$ cat src/rtl/alu4_result_stage.sv
// Result stage behind a 4-op ALU slice: computes {N,Z,C,V} at push time and
// buffers result+flags in a 2-entry FIFO, with sticky carry/overflow and a result counter.
module alu4_result_stage #(
    parameter int W = 4
) (
    input  logic         clock,
    input  logic         reset_n,
    input  logic         clr,
    input  logic         in_valid,
    output logic         in_ready,
    input  logic [W-1:0] in_res,
    input  logic [1:0]   in_op,
    input  logic         in_cout,
    input  logic         in_ovf,
    output logic         out_valid,
    input  logic         out_ready,
    output logic [W-1:0] out_res,
    output logic [3:0]   out_flags,
    output logic [1:0]   sticky_cv,
    output logic [7:0]   res_count
);

    logic [W-1:0] r_res_mem  [2];
    logic [3:0]   r_flag_mem [2];
    logic         r_wptr;
    logic         r_rptr;
    logic [1:0]   r_count;
    logic [1:0]   r_sticky;
    logic [7:0]   r_res_count;
    logic         r_alive;

    logic         w_push;
    logic         w_pop;
    logic [3:0]   w_flags;
    logic         w_arith;

    // r_alive holds in_ready low during reset and until the first edge after release.
    assign in_ready  = r_alive && (r_count != 2'd2) && !clr;
    assign out_valid = (r_count != 2'd0);
    assign w_push    = in_valid && in_ready;
    assign w_pop     = out_valid && out_ready && !clr;

    assign w_arith   = in_op[1];
    assign w_flags   = {in_res[W-1], (in_res == '0), w_arith & in_cout, w_arith & in_ovf};

    assign out_res   = out_valid ? r_res_mem[r_rptr]  : '0;
    assign out_flags = out_valid ? r_flag_mem[r_rptr] : 4'd0;
    assign sticky_cv = r_sticky;
    assign res_count = r_res_count;

    always_ff @(posedge clock) begin
        if (w_push) begin
            r_res_mem[r_wptr]  <= in_res;
            r_flag_mem[r_wptr] <= w_flags;
        end
    end

    always_ff @(posedge clock or negedge reset_n) begin
        if (!reset_n) begin
            r_wptr      <= 1'b0;
            r_rptr      <= 1'b0;
            r_count     <= 2'd0;
            r_sticky    <= 2'd0;
            r_res_count <= 8'd0;
            r_alive     <= 1'b0;
        end else begin
            r_alive <= 1'b1;
            if (clr) begin
                r_wptr      <= 1'b0;
                r_rptr      <= 1'b0;
                r_count     <= 2'd0;
                r_sticky    <= 2'd0;
                r_res_count <= 8'd0;
            end else begin
                if (w_push) begin
                    r_wptr      <= ~r_wptr;
                    r_sticky    <= r_sticky | w_flags[1:0];
                    r_res_count <= r_res_count + 8'd1;
                end
                if (w_pop) begin
                    r_rptr <= ~r_rptr;
                end
                case ({w_push, w_pop})
                    2'b10:   r_count <= r_count + 2'd1;
                    2'b01:   r_count <= r_count - 2'd1;
                    default: r_count <= r_count;
                endcase
            end
        end
    end

endmodule

$ cat config.mk
export PLATFORM = sky130hd
export DESIGN_NAME = alu4_result_stage
export DESIGN_NICKNAME = d
export VERILOG_FILES = /design/src/rtl/alu4_result_stage.sv
export SDC_FILE = /design/constraint.sdc
export NUM_CORES = 1
export LEC_CHECK = 0
export CAP_MARGIN = 20
export CORE_ASPECT_RATIO = 0.5
export CORE_MARGIN = 3
export CORE_UTILIZATION = 52
export CTS_BUF_LIST = sky130_fd_sc_hd__clkbuf_8 sky130_fd_sc_hd__clkbuf_16
export DETAILED_ROUTE_END_ITERATION = 8
export PLACE_DENSITY_LB_ADDON = 0.15
export SLEW_MARGIN = 20
export SYNTH_ARGS = -nofsm -noshare
export SYNTH_HDL_FRONTEND = slang
export SYNTH_SLANG_ARGS = --single-unit
$ cat constraint.sdc
create_clock -name clock -period 4.03 [get_ports clock]
set_clock_uncertainty 0.15 [all_clocks]
set_input_delay 0.403 -clock clock [delete_from_list [all_inputs] [get_ports clock]]
set_output_delay 0.403 -clock clock [all_outputs]
set_load 0.02 [all_outputs]
==> flow_summary_export.csv <==
group,metric,value,unit
yosys,ys.flop_type,"dfrtp_1",
clocking,cts-root-buf,"clkbuf_8",
sta,fin_crit_sh,0.611,
clocking,ctsHoldBuffers,0,
route,wl_per_cell,16.2,um
layout,num_antenna_cells,0,
yosys,yosys.area_share.simple,0.178,
route,ant_nets,0,
layout,area_delta_synth_final,32.2,%
floorplan,die_w,78.1,um
layout,drive_above_1_share,0.0921,
yosys,synthAdderAreaFrac,0.00927,
route,routed_via_density,5.39,
power_and_ir_drop,leakagePower,0.000671,uW
yosys,syn_nets,131,
layout,final_cells,187,
worst_setup_path,crit_required,3.48,ns
global_route,grt_pass1_vias,1014,
worst_setup_path,critPathKind,"flop to output pin",
place,port_buffers,31,
layout,nets,165,
yosys,synth_compound_area_frac,0.0723,
yosys,synthDistinctLibCells,31,
yosys,async_reset_ff_frac,0.517,
yosys,ys_seq_area_frac,0.589,
yosys,synthCells,117,
route,first_iter_violations,32,
clocking,cts_setup_buffers,0,
yosys,synthMuxAreaShare,0.0936,
floorplan,core,2340,um^2
global_route,track_usage,0.209,
layout,nFillCells,175,
yosys,synth_area_leaders,"edfxtp_1 31%, dfrtp_1 28%, mux2i_1 5.2%",
yosys,avgSynthCellArea,11.5,um^2
sta,slew_headroom,0.543,
global_route,grt_start_max_net_pins,22,
power_and_ir_drop,power,710,uW
floorplan,die_height,42.0,um
yosys,yosysWarnings,0,
worst_setup_path,cp-start-kind,"flop",
clocking,cts_made_buffers,5,
place,gp_congestion,0.770,
sta,worstMarginPinSlew,0.684,ns
sta,period_minus_slack,2.46,ns
clocking,clock_path_buffers,2,
flow_run,max-cap-violations,0,
power_and_ir_drop,power_density,398,nW/um^2
sta,worst_slack,1.57,ns
place,placed_cells,179,
global_route,antenna_found_initial,0,
status,status,"complete, no violations",
yosys,synth-seq-cells,29,
route,first_pass_iters,4,
worst_setup_path,cp.arrival,1.91,ns
route,drc,0,
global_route,overflow,0,
yosys,synth_top_family_by_area,"simple AND/OR/NAND/NOR gates",
floorplan,dieArea,3280,um^2
sta,finalHoldViolations,0,
floorplan,num_rows,12,
floorplan,pin_count,33,
yosys,yosys.area_share.xor_xnor,0.0130,
route,wl,3020,um
clocking,cts_resized,0,
yosys,netlist_area,1350,um^2
worst_setup_path,endpoint_kind,"output pin",
yosys,synth_top_area_cell,"edfxtp_1",
place,hpwl,2040,um
route,num_vias,1008,
global_route,grt_pass1_wl,5040,um
sta,setup_viol,0,
power_and_ir_drop,vdd_ir_drop_max,0.000357,V
sta,setup-tns-final,0,ns
sta,rsz0062_at_grt,"false",
worst_setup_path,crit_fanout,16,
clocking,htreeDepth,2,
clocking,cts.sinks,29,
clocking,worstSkewPairLatency,0.28,ns
yosys,ys_top_cells_by_count,"15 x dfrtp_1, 15 x nor2_1, 14 x edfxtp_1, 7 x a21oi_1, 7 x mux2i_1",
sta,max_freq,0.406,GHz
sta,finalMaxSlewViolations,0,
yosys,synth_edf_count,14,
min_path,hp-class,"flop to flop",
clocking,clkTransAtPathRegs,0.06,ns
floorplan,initial_core_util,0.576,
clocking,cts_tree,"built",
place,post-place-ws,1.63,ns
yosys,synth_top_area_frac,0.311,
## power by group
| group | leakage, uW | internal, uW | switching [uW] |
|---|---|---|---|
| Sequential | 0.000333 | 319 | 10.9 |
| Combinational | 0.000281 | 45.2 | 47.9 |
| Clock | 0.0000570 | 180 | 107 |
| Total | 0.000671 | 544 | 166 |
## through the flow
step / instance area [um^2] / util / hold slack [ns]
floorplan: 1350 / - / -0.0426
detailed placement: 1680 / 0.716 / 0.346
finish: 1780 / 0.762 / 0.356
global placement: 1680 / 0.716 / 0.324
CTS: 1780 / 0.762 / 0.360
global route: 1780 / 0.762 / 0.391
## state kept, by name, summed over array words and instances, names as in the netlist
register / count
res_count: 8
r_rptr: 1
r_alive: 1
r_flag_mem: 8
r_count: 2
r_wptr: 1
sticky_cv: 2
r_res_mem: 6
## cell type report
class	count	area, um^2	share of cell area
repair buffers	33	325	0.182
flip-flops and latches	29	796	0.446
clock inverters	3	37.5	0.0210
multi-input cells	78	498	0.279
inverters	4	15.0	0.00842
clock buffers	5	68.8	0.0386
well taps	35	43.8	0.0245
## critical path, cell delays in order (launching register included)
cell             delay, ns
dfrtp_1               0.44
nor2b_2               0.52
nor3_1                0.10
clkdlybuf4s50_1       0.56
## worst paths after layout
kind	start	end	slack [ns]	depth (start not counted)
setup / recovery	r_count[1]	in_ready	1.57	3
hold / removal	sticky_cv[0]	sticky_cv[0]	0.36	2
max in group asynchronous	reset_n	res_count[6]	2.91	1
hold reg to reg	sticky_cv[0]	sticky_cv[0]	0.36	2
setup reg to reg	r_count[1]	r_flag_mem[1][2]	2.21	3
min in group asynchronous	reset_n	r_rptr	0.39	1
## cell families after synthesis
| group | count (synthesis) |
|---|---|
| fa+ha+maj | 1 |
| compound gates | 17 |
| buf+inv | 10 |
| mux | 12 |
| xor+xnor | 2 |
| simple gates | 45 |
| other cells | 1 |
| flops | 29 |
## placed cells by master, fill, tap and decap left out
master,netlist,final
conb_1,1,1
nand2_1,2,2
bufinv_16,0,1
or3_1,2,2
clkinv_1,0,1
nand4_1,2,2
o211ai_1,1,1
nor3_1,2,2
clkbuf_8,0,5
nor4_1,6,6
ha_1,1,1
nor2b_2,1,1
and2_1,4,4
buf_4,1,2
nand2b_1,1,1
mux2_2,5,5
clkdlybuf4s50_1,0,31
nor2_1,15,15
nand4b_1,1,1
nor2b_1,4,4
mux2i_1,7,7
o21ai_0,4,4
nand3_1,3,3
a31oi_1,2,2
dfrtp_1,15,15
inv_1,4,5
edfxtp_1,14,14
a21o_1,1,1
a21oi_1,7,7
or4_1,2,2
xor2_1,1,1
xnor2_1,1,1
o31ai_1,2,2
## per-layer routing
metal / GRT usage / wire length, um
met1: 0.249 / 1260
met2: 0.349 / 1500
met3: 0.0730 / 178
met4: 0.0906 / 81
met5: 0 / 0
(Power assumes the default switching activity.)
